**src/rtl/term_pkg.sv**
```systemverilog
// Shared types and constants for the ANSI terminal engine: parser states,
// control byte codes, default geometry and the saturating decimal accumulate.
package term_pkg;

  typedef enum logic [2:0] {
    ST_IDLE,
    ST_ESC,
    ST_CSI,
    ST_EXEC,
    ST_BLIT_WAIT,
    ST_SCROLL1,
    ST_SCROLL2
  } term_state_t;

  localparam logic [7:0] CH_ESC   = 8'h1B;
  localparam logic [7:0] CH_LF    = 8'h0A;
  localparam logic [7:0] CH_CR    = 8'h0D;
  localparam logic [7:0] CH_BS    = 8'h08;
  localparam logic [7:0] CH_SPACE = 8'h20;

  localparam int DEF_COLS = 80;
  localparam int DEF_ROWS = 25;

  // p*10+d, pinned at 255 once it overflows.
  function automatic logic [7:0] acc_digit(input logic [7:0] p, input logic [3:0] d);
    logic [11:0] t;
    t = 12'(p) * 12'd10 + 12'(d);
    return (t > 12'd255) ? 8'hFF : t[7:0];
  endfunction

endpackage

```
**src/rtl/csi_param_acc.sv**
```systemverilog
// CSI numeric parameter collector: two saturating decimal accumulators plus
// a parameter index; anything after the second parameter is discarded.
module csi_param_acc
  import term_pkg::*;
(
  input  logic       clk100,
  input  logic       rst,
  input  logic       clr,
  input  logic       digit_en,
  input  logic [3:0] digit,
  input  logic       sep,
  output logic [7:0] p0,
  output logic [7:0] p1
);

  logic [1:0] idx_reg;
  logic [7:0] p0_reg;
  logic [7:0] p1_reg;

  always_ff @(posedge clk100 or posedge rst) begin
    if (rst) begin
      idx_reg <= '0;
      p0_reg  <= '0;
      p1_reg  <= '0;
    end else if (clr) begin
      idx_reg <= '0;
      p0_reg  <= '0;
      p1_reg  <= '0;
    end else if (sep) begin
      if (idx_reg != 2'd2) idx_reg <= idx_reg + 2'd1;
    end else if (digit_en) begin
      case (idx_reg)
        2'd0:    p0_reg <= acc_digit(p0_reg, digit);
        2'd1:    p1_reg <= acc_digit(p1_reg, digit);
        default: ;
      endcase
    end
  end

  assign p0 = p0_reg;
  assign p1 = p1_reg;

endmodule

```
**src/rtl/ansi_term_engine.sv**
```systemverilog
// Byte-stream terminal engine: cursor tracking, ESC/CSI parsing, cell writes
// and blit/clear requests (including scroll) towards the text buffer.
module ansi_term_engine
  import term_pkg::*;
#(
  parameter int COLS = DEF_COLS,
  parameter int ROWS = DEF_ROWS
) (
  input  logic        clk100,
  input  logic        rst,
  input  logic [7:0]  rx_data,
  input  logic        rx_valid,
  output logic        wr_en,
  output logic [10:0] wr_addr,
  output logic [7:0]  wr_data,
  output logic        blit_en,
  output logic [10:0] blit_start,
  output logic [10:0] blit_end,
  output logic [7:0]  blit_offset,
  input  logic        blit_complete,
  output logic [5:0]  cursor_row,
  output logic [6:0]  cursor_col,
  output logic        busy,
  output logic        overrun
);

  localparam logic [10:0] COLS11    = 11'(COLS);
  localparam logic [10:0] TOTAL     = 11'(ROWS * COLS);
  localparam logic [10:0] LAST_BASE = 11'((ROWS - 1) * COLS);
  localparam logic [5:0]  ROW_MAX   = 6'(ROWS - 1);
  localparam logic [6:0]  COL_MAX   = 7'(COLS - 1);
  localparam logic [7:0]  OFF_COLS  = 8'(COLS);

  term_state_t state_reg, state_next;
  logic [5:0]  row_reg, row_next;
  logic [6:0]  col_reg, col_next;
  logic [7:0]  final_reg, final_next;
  logic        wr_en_reg, wr_en_next;
  logic [10:0] wr_addr_reg, wr_addr_next;
  logic [7:0]  wr_data_reg, wr_data_next;
  logic        blit_en_reg, blit_en_next;
  logic [10:0] blit_start_reg, blit_start_next;
  logic [10:0] blit_end_reg, blit_end_next;
  logic [7:0]  blit_off_reg, blit_off_next;
  logic        skid_full_reg, skid_full_next;
  logic [7:0]  skid_data_reg, skid_data_next;
  logic        overrun_reg, overrun_next;

  logic        acc_clr, acc_digit_en, acc_sep, advance_row;
  logic [7:0]  p0, p1, n0, n1, h_row, h_col;
  logic [8:0]  row_sum, col_sum;
  logic [10:0] row_base, cur_addr;
  logic        take, cplt;
  logic [7:0]  in_byte;

  csi_param_acc u_params (
    .clk100   (clk100),
    .rst      (rst),
    .clr      (acc_clr),
    .digit_en (acc_digit_en),
    .digit    (in_byte[3:0]),
    .sep      (acc_sep),
    .p0       (p0),
    .p1       (p1)
  );

  assign busy     = wr_en_reg || (state_reg inside {ST_EXEC, ST_BLIT_WAIT, ST_SCROLL1, ST_SCROLL2});
  assign take     = !busy && (skid_full_reg || rx_valid);
  assign in_byte  = skid_full_reg ? skid_data_reg : rx_data;
  // A completion in the same cycle as the request belongs to an older blit.
  assign cplt     = blit_complete && !blit_en_reg;
  assign n0       = (p0 == 8'd0) ? 8'd1 : p0;
  assign n1       = (p1 == 8'd0) ? 8'd1 : p1;
  assign h_row    = n0 - 8'd1;
  assign h_col    = n1 - 8'd1;
  assign row_sum  = {3'b0, row_reg} + {1'b0, n0};
  assign col_sum  = {2'b0, col_reg} + {1'b0, n0};
  assign row_base = 11'(row_reg) * COLS11;
  assign cur_addr = row_base + 11'(col_reg);

  always_comb begin
    state_next      = state_reg;
    row_next        = row_reg;
    col_next        = col_reg;
    final_next      = final_reg;
    wr_en_next      = 1'b0;
    wr_addr_next    = wr_addr_reg;
    wr_data_next    = wr_data_reg;
    blit_en_next    = 1'b0;
    blit_start_next = blit_start_reg;
    blit_end_next   = blit_end_reg;
    blit_off_next   = blit_off_reg;
    skid_full_next  = skid_full_reg;
    skid_data_next  = skid_data_reg;
    overrun_next    = overrun_reg;
    acc_clr         = 1'b0;
    acc_digit_en    = 1'b0;
    acc_sep         = 1'b0;
    advance_row     = 1'b0;

    if (busy) begin
      if (rx_valid) begin
        if (skid_full_reg) overrun_next = 1'b1;
        else begin
          skid_full_next = 1'b1;
          skid_data_next = rx_data;
        end
      end
    end else if (skid_full_reg) begin
      skid_full_next = rx_valid;
      if (rx_valid) skid_data_next = rx_data;
    end

    case (state_reg)
      ST_IDLE: if (take) begin
        if (in_byte >= CH_SPACE && in_byte <= 8'h7E) begin
          wr_en_next   = 1'b1;
          wr_addr_next = cur_addr;
          wr_data_next = in_byte;
          if (col_reg == COL_MAX) begin
            col_next    = '0;
            advance_row = 1'b1;
          end else col_next = col_reg + 7'd1;
        end else if (in_byte == CH_LF) advance_row = 1'b1;
        else if (in_byte == CH_CR) col_next = '0;
        else if (in_byte == CH_BS) begin
          if (col_reg != 7'd0) col_next = col_reg - 7'd1;
        end else if (in_byte == CH_ESC) state_next = ST_ESC;
      end
      ST_ESC: if (take) begin
        if (in_byte == "[") begin
          state_next = ST_CSI;
          acc_clr    = 1'b1;
        end else state_next = ST_IDLE;
      end
      ST_CSI: if (take) begin
        if (in_byte >= "0" && in_byte <= "9") acc_digit_en = 1'b1;
        else if (in_byte == ";") acc_sep = 1'b1;
        else if (in_byte >= 8'h40 && in_byte <= 8'h7E) begin
          final_next = in_byte;
          state_next = ST_EXEC;
        end else if (in_byte < 8'h20) state_next = ST_IDLE;
      end
      ST_EXEC: begin
        state_next = ST_IDLE;
        case (final_reg)
          "A": row_next = ({1'b0, n0} > {3'b0, row_reg}) ? 6'd0 : row_reg - n0[5:0];
          "B": row_next = (row_sum > {3'b0, ROW_MAX}) ? ROW_MAX : row_sum[5:0];
          "C": col_next = (col_sum > {2'b0, COL_MAX}) ? COL_MAX : col_sum[6:0];
          "D": col_next = ({1'b0, n0} > {2'b0, col_reg}) ? 7'd0 : col_reg - n0[6:0];
          "H", "f": begin
            row_next = (h_row > {2'b0, ROW_MAX}) ? ROW_MAX : h_row[5:0];
            col_next = (h_col > {1'b0, COL_MAX}) ? COL_MAX : h_col[6:0];
          end
          "J": if (p0 == 8'd0 || p0 == 8'd2) begin
            blit_en_next    = 1'b1;
            blit_start_next = (p0 == 8'd0) ? cur_addr : 11'd0;
            blit_end_next   = TOTAL;
            blit_off_next   = 8'd0;
            state_next      = ST_BLIT_WAIT;
          end
          "K": if (p0 == 8'd0) begin
            blit_en_next    = 1'b1;
            blit_start_next = cur_addr;
            blit_end_next   = row_base + COLS11;
            blit_off_next   = 8'd0;
            state_next      = ST_BLIT_WAIT;
          end
          default: ;
        endcase
      end
      ST_BLIT_WAIT: if (cplt) state_next = ST_IDLE;
      ST_SCROLL1: if (cplt) begin
        blit_en_next    = 1'b1;
        blit_start_next = LAST_BASE;
        blit_end_next   = TOTAL;
        blit_off_next   = 8'd0;
        state_next      = ST_SCROLL2;
      end
      ST_SCROLL2: if (cplt) begin
        row_next   = ROW_MAX;
        state_next = ST_IDLE;
      end
      default: state_next = ST_IDLE;
    endcase

    // Stepping past the last row shifts the screen up one line, then blanks it.
    if (advance_row) begin
      row_next = row_reg + 6'd1;
      if (row_reg == ROW_MAX) begin
        state_next      = ST_SCROLL1;
        blit_en_next    = 1'b1;
        blit_start_next = 11'd0;
        blit_end_next   = LAST_BASE;
        blit_off_next   = OFF_COLS;
      end
    end
  end

  always_ff @(posedge clk100 or posedge rst) begin
    if (rst) begin
      state_reg      <= ST_IDLE;
      row_reg        <= '0;
      col_reg        <= '0;
      final_reg      <= '0;
      wr_en_reg      <= 1'b0;
      wr_addr_reg    <= '0;
      wr_data_reg    <= '0;
      blit_en_reg    <= 1'b0;
      blit_start_reg <= '0;
      blit_end_reg   <= '0;
      blit_off_reg   <= '0;
      skid_full_reg  <= 1'b0;
      skid_data_reg  <= '0;
      overrun_reg    <= 1'b0;
    end else begin
      state_reg      <= state_next;
      row_reg        <= row_next;
      col_reg        <= col_next;
      final_reg      <= final_next;
      wr_en_reg      <= wr_en_next;
      wr_addr_reg    <= wr_addr_next;
      wr_data_reg    <= wr_data_next;
      blit_en_reg    <= blit_en_next;
      blit_start_reg <= blit_start_next;
      blit_end_reg   <= blit_end_next;
      blit_off_reg   <= blit_off_next;
      skid_full_reg  <= skid_full_next;
      skid_data_reg  <= skid_data_next;
      overrun_reg    <= overrun_next;
    end
  end

  assign wr_en       = wr_en_reg;
  assign wr_addr     = wr_addr_reg;
  assign wr_data     = wr_data_reg;
  assign blit_en     = blit_en_reg;
  assign blit_start  = blit_start_reg;
  assign blit_end    = blit_end_reg;
  assign blit_offset = blit_off_reg;
  assign cursor_row  = row_reg;
  assign cursor_col  = col_reg;
  assign overrun     = overrun_reg;

endmodule

```
**config.mk**
```make
export PLATFORM = sky130hd
export DESIGN_NAME = ansi_term_engine
export DESIGN_NICKNAME = d
export VERILOG_FILES = /design/src/rtl/term_pkg.sv /design/src/rtl/csi_param_acc.sv /design/src/rtl/ansi_term_engine.sv
export SDC_FILE = /design/constraint.sdc
export NUM_CORES = 1
export LEC_CHECK = 0
export ABC_AREA = 1
export BUFFER_PORTS_ARGS = -buffer_cell sky130_fd_sc_hd__buf_2
export CORE_ASPECT_RATIO = 1.5
export CORE_UTILIZATION = 60
export CTS_BUF_LIST = sky130_fd_sc_hd__clkbuf_2
export DETAILED_ROUTE_END_ITERATION = 10
export GPL_TIMING_DRIVEN = 0
export PLACE_DENSITY = 0.8
export SETUP_SLACK_MARGIN = 0.4
export SYNTH_ARGS = -nofsm -noshare
export SYNTH_HDL_FRONTEND = slang
export SYNTH_HIERARCHICAL = 1
export SYNTH_SLANG_ARGS = --single-unit
```
**constraint.sdc**
```tcl
create_clock -name clk100 -period 7.3 [get_ports clk100]
set_clock_uncertainty 0.1 [all_clocks]
set_input_delay 1.46 -clock clk100 [delete_from_list [all_inputs] [get_ports clk100]]
set_output_delay 1.46 -clock clk100 [all_outputs]
set_load 0.05 [all_outputs]
```
### Yosys cells after proc, flatten, opt, wreduce, memory -nomap -nowiden

Index checks and enable logic that the tools add are counted.

* reductions and logical operators: 35
* multiply operators: 3
* magnitude comparators: 14
* bitwise gates (word level): 2
* muxes and demuxes: 110
* add/subtract/negate cells: 14
* equal/unequal tests: 35

Operators by type and width (count)
* 2-to-1 mux 8 bit: 22
* 2-to-1 mux 11 bit: 11
* one-hot mux 11 bit (2 select lines): 4
* == test 8 x 7 -> 1 bit, second input constant: 9
* 2-to-1 mux 7 bit: 10
* 2-to-1 mux 3 bit: 18
* one-hot mux 8 bit (2 select lines): 2
* 2-to-1 mux 6 bit: 5
* 2-to-1 mux 1 bit: 26
* adder 12 x 4 -> 12 bit: 2
* == test 8 x 4 -> 1 bit, second input constant: 3
* > comparator 12 x 8 -> 1 bit, second input constant: 2
* multiplier 8 x 3 -> 11 bit, second input constant: 2
* one-hot mux 7 bit (3 select lines): 1
* one-hot mux 3 bit (6 select lines): 1
* one-hot mux 6 bit (3 select lines): 1
* AND reduction 3 bit: 6
* >= comparator 8 x 6 -> 1 bit, second input constant: 2
* logical NOT 8 bit: 2
* subtractor 8 x 1 -> 8 bit, second input constant: 2
* one-hot mux 7 bit (2 select lines): 1
* nonzero test 2 bit: 7
* one-hot mux 6 bit (2 select lines): 1
* adder 11 x 7 -> 11 bit: 1
* other kinds (50): 72

* logic and storage cells: 230
* output and inout bits: 66
* input port bits: 12
* bits in registers: 103

### Logic depth before layout (Yosys ltp)

* word-level depth: 11
* depth in mapped cells: 23

### Hierarchy

Netlist, hierarchy kept.

By module, submodules not included
* ansi_term_engine: instances 1, sequential area each 2127.0 µm², cells each 1082, area an instance 7358.3 µm²
* csi_param_acc: instances 1, sequential area each 450.4 µm², cells each 252, area an instance 1833.0 µm²

### Worst setup path before layout

OpenSTA, ideal clock, no wires.

* path kind: in2reg
* start point: in rx_data[3]
* end point: reg u_params.p0_reg[0], in the netlist u_params/p0[0]
* arrival time: 3.114 ns
* setup time: 0.118 ns
* slack: 3.968 ns
* stages: 13
* required time: 7.082 ns
* buffers on the path: 0
* cell sequence: inv_1 > o21ai_2 > nand2_1 > inv_1 > a211oi_1 > nor2_1 > nand2_1 > nor3_1 > inv_1 > a31oi_1 > nor2_1 > nand2_1 > nand2_1

* cells in the longest elaborated chain, start to end: 8

RTL lines
* start, declared: RTL line ansi_term_engine.sv:11 `input logic [7:0] rx_data,`
* 2-to-1 mux 8 bit (*)
* named net in_byte[3]: RTL line ansi_term_engine.sv:54 `logic [7:0] in_byte;`
* >= comparator 8 x 6 -> 1 bit, or another cell as far along: RTL line ansi_term_engine.sv:137 `if (in_byte >= "0" && in_byte <= "9") acc_digit_en = 1'b1;`
* logical AND 1 bit or 2-to-1 mux 1 bit (tied branches): RTL line ansi_term_engine.sv:137, ansi_term_engine.sv:138
* 2-to-1 mux 1 bit (*): RTL line ansi_term_engine.sv:137
* 2-to-1 mux 1 bit (*): RTL line ansi_term_engine.sv:136 `ST_CSI: if (take) begin`
* 2-to-1 mux 1 bit (*): RTL line ansi_term_engine.sv:114 `case (state_reg)`
* named net acc_sep: RTL line ansi_term_engine.sv:49 `logic acc_clr, acc_digit_en, acc_sep, advance_row;`
* != test 2 bit (no line) (*)
* AND reduction 3 bit (no line) (*)
* end signal, assigned: RTL line csi_param_acc.sv:33 `2'd0: p0_reg <= acc_digit(p0_reg, digit);`
* end, declared: RTL line csi_param_acc.sv:17 `logic [7:0] p0_reg;`

The timed path passes the listed nets; every way through them passes the cells marked *. The select of a mux whose other input is x is not followed.
A chain may end at the register's enable or synchronous reset.

### Worst setup path in the final report

* start point: reg u_params.p0_reg[1], in the netlist u_params/p0[1]
* end point: reg row_reg[4], in the netlist cursor_row[4]

* cells in the longest elaborated chain, start to end: 8

RTL lines
* logical NOT 8 bit: RTL line ansi_term_engine.sv:72 `assign n0 = (p0 == 8'd0) ? 8'd1 : p0;`
* 2-to-1 mux 8 bit (*): RTL line ansi_term_engine.sv:72
* adder 6 x 8 -> 9 bit or subtractor 8 x 1 -> 8 bit (tied branches): RTL line ansi_term_engine.sv:76, ansi_term_engine.sv:74
* > comparator 9 x 5 -> 1 bit or > comparator 8 x 5 -> 1 bit (tied branches): RTL line ansi_term_engine.sv:148, ansi_term_engine.sv:152
* 2-to-1 mux 6 bit (on tied branches): RTL line ansi_term_engine.sv:148, ansi_term_engine.sv:152
* one-hot mux 6 bit (3 select lines) (*): RTL line ansi_term_engine.sv:146 `case (final_reg)`
* one-hot mux 6 bit (2 select lines) (*): RTL line ansi_term_engine.sv:114
* 2-to-1 mux 6 bit (*): RTL line ansi_term_engine.sv:188 `if (advance_row) begin`
* end signal, assigned: RTL line ansi_term_engine.sv:218 `row_reg <= row_next;`
* end, declared: RTL line ansi_term_engine.sv:35 `logic [5:0] row_reg, row_next;`

Every way passes the cells marked *; elsewhere a longest branch is shown, timed or not.

==> qor.csv <==
metric,value,unit
"Min Clock Period, post-route",4.28,ns
final hold vios,0,
Tcrit/Tclk final,58.7,%
FF-to-FF End,cursor_row[4],
CTS tree,done,
Hold Path Stages,1,
GRT Overall Usage,32.6,%
number of global-route vias before repair,8713,
Hold Startpoint,overrun,
"Setup Fix Bufs, Post-CTS",0,
DR pass1 iterations,8,
crit end category,flop,
Final HPWL DP,19300,µm
share of layout cells above drive strength 1,11.0,%
# rows,55,
Worst-path clk slew,0.37,ns
initial antenna violation count,1,
Clock Latency Late Sink,0.67,ns
"Power, Total",3.56,mW
DIE AREA,15800,µm²
worst r2r src,u_params/p0[1],
area grow syn2layout,8.74,%
net count after synthesis,1447,
RSZ-0062 raised after global routing,no,
"Seq/Total Area, Yosys",28.0,%
top_reg_cell synth,dfrtp_1,
final net count,1536,
hold_buf cts,0,
cts bufs inserted,9,
first-pass GRT wire length,40600,µm
Syn Area/Cell,6.89,µm²
"Cell Area, Synth",9190,µm²
critical path startpoint,u_params/p0[1],
ys async rst share,100,%
placer congestion estimate,0.983,
DR iter-0 viols,467,
Synth Instances,1334,
Max Cap Violations,0,
multi-input logic area,5760,µm²
Post-synth EDFFs,0,
critical path launch point type,flop,
number of setup violations in the final report,0,
crit-path max FO,9,
number of top-level pins,78,
"commonest non-fill, non-tap cell in the layout",nand2_1,
most frequent cells in the layout,"nand2_1 (389), inv_1 (172), nor2_1 (133)",
Leak,5.66,nW
R2R cell count,18,
Min-Delay Endpoint,overrun,
Die X-Extent,103,µm
# fillers,1409,
worst hold path class,reg2reg,
Layout Utilization,66.6,%
setup TNS,0,ns
largest net degree at the start of global routing,71,
grt total ovfl,0,
via count,9058,
fin cells,1628,
post-route ant nets,0,
"Distinct cells, synth",52,
Max Clock Freq,234,MHz
Synth Warn #,6,
VDD IR max,278,µV
CTS root buf,clkbuf_2,
DIE HEIGHT,154,µm
cts repair resizes,0,
hold slack final,0.418,ns
status,finished with violations,
core area,15000,µm²
Sink Count,103,
Seq cells post-synth,103,
DP Cell Count,1611,
Slew headroom,40.9,%
Tightest Pin Transition,0.879,ns
Sequential cell area,2580,µm²
H-tree depth,3,
CP arrival,4.82,ns
initial core utilization,61.3,%
routed wire length,24400,µm
failing checks,DRC,
clk buf depth,2,
Critical Path RT,7.84,ns
drc violations,2,
PwrDens,356,nW/µm²
DR WL/cell,15.0,µm
crit path kind,reg2reg,
max-slew violations,0,
r2r setup slk,3.02,ns
Via density,5.56,
PortBufs,77,
-- per-layer routing --
layer	GRT usage [%]	vias to the layer above	routed length, µm	part of all wire (%)
met5	0	-	0	0
met4	17.0	0	1240	5.1
met3	3.86	102	1130	4.7
met2	56.2	295	12100	50
met1	39.1	4198	9900	41
li1	-	4463	-	-
-- through the flow --
| step | setup slack (ns) | instance area, µm² |
|---|---|---|
| floorplan | 3.55 | 9190 |
| global placement | 2.39 | 9830 |
| detailed placement | 2.85 | 9860 |
| CTS | 3.01 | 9990 |
| global route | 2.61 | 9990 |
| finish | 3.02 | 9990 |
-- worst max path at each step --
stage / to / slack, ns / cells past startpoint
3_3_place_gp: blit_en / 2.39 / 2
5_1_grt: cursor_row[3] / 2.61 / 18
4_1_cts: cursor_row[1] / 3.01 / 17
2_1_floorplan: blit_en / 3.55 / 1
3_5_place_dp: u_params/p0[2] / 2.85 / 12
6_report: cursor_row[4] / 3.02 / 18
-- report_power, final --
part / internal (mW) / switching [mW]
Clock: 0.0640 / 0.239
Sequential: 0.728 / 0.181
Combinational: 0.719 / 1.63
-- worst max-delay path, stage by stage (launching register included) --
cell     delay [ns]
dfrtp_1        0.73
inv_1          0.36
nand2_1        0.14
nor2_1         0.04
nand2_1        0.20
inv_1          0.17
nor2_1         0.33
inv_1          0.27
ha_1           0.30
fa_1           0.44
and3_1         0.24
o21ai_0        0.14
nand2_1        0.06
nor2_1         0.31
nand3_1        0.13
nand2_1        0.09
nand3_1        0.07
nand2_1        0.08
nand2_1        0.05
-- cells by family after synthesis --
family,count (synthesis),synth area share (%)
AO/OA/AOI/OAI,174,10.9
adder cells (fa/ha/maj),101,14.6
buffers and inverters,215,9.31
flip-flops,103,28.0
AND/OR/NAND/NOR,689,32.2
XOR/XNOR,52,4.96
-- Yosys cell counts, types with 3 or more instances --
cell type	number	area share, %
nor2_4	3	0.37
ha_1	91	12
o211ai_1	3	0.25
buf_2	9	0.49
a21oi_1	52	2.8
nand2_2	4	0.27
buf_6	3	0.37
xnor2_1	13	1.2
a31oi_1	14	0.95
nor2_2	5	0.34
xor2_1	39	3.7
o21ai_0	54	2.9
dfrtp_1	103	28
nor4_1	4	0.27
o2111ai_1	3	0.29
inv_2	8	0.33
inv_1	173	7.1
nand3_2	8	0.87
nand3b_1	5	0.41
nand4_1	24	1.6
nor2_1	133	5.4
clkbuf_1	15	0.61
nor3_1	15	0.82
o21ai_1	21	1.1
nand3_1	90	4.9
nand2_1	389	16
a211oi_1	5	0.41
buf_4	4	0.33
o21ai_2	5	0.48
fa_1	10	2.2
-- final cells by class --
cell class / count / area share [%]
diodes: 1 / 0.0250
plain buffers: 32 / 1.69
multi-input cells: 1016 / 57.6
clock inverters: 7 / 0.914
inverters: 183 / 6.90
well taps: 199 / 2.49
repair buffers: 78 / 4.13
clock buffers: 9 / 0.451
flip-flops and latches: 103 / 25.8
Note: power is estimated with default switching activity, not from simulation.
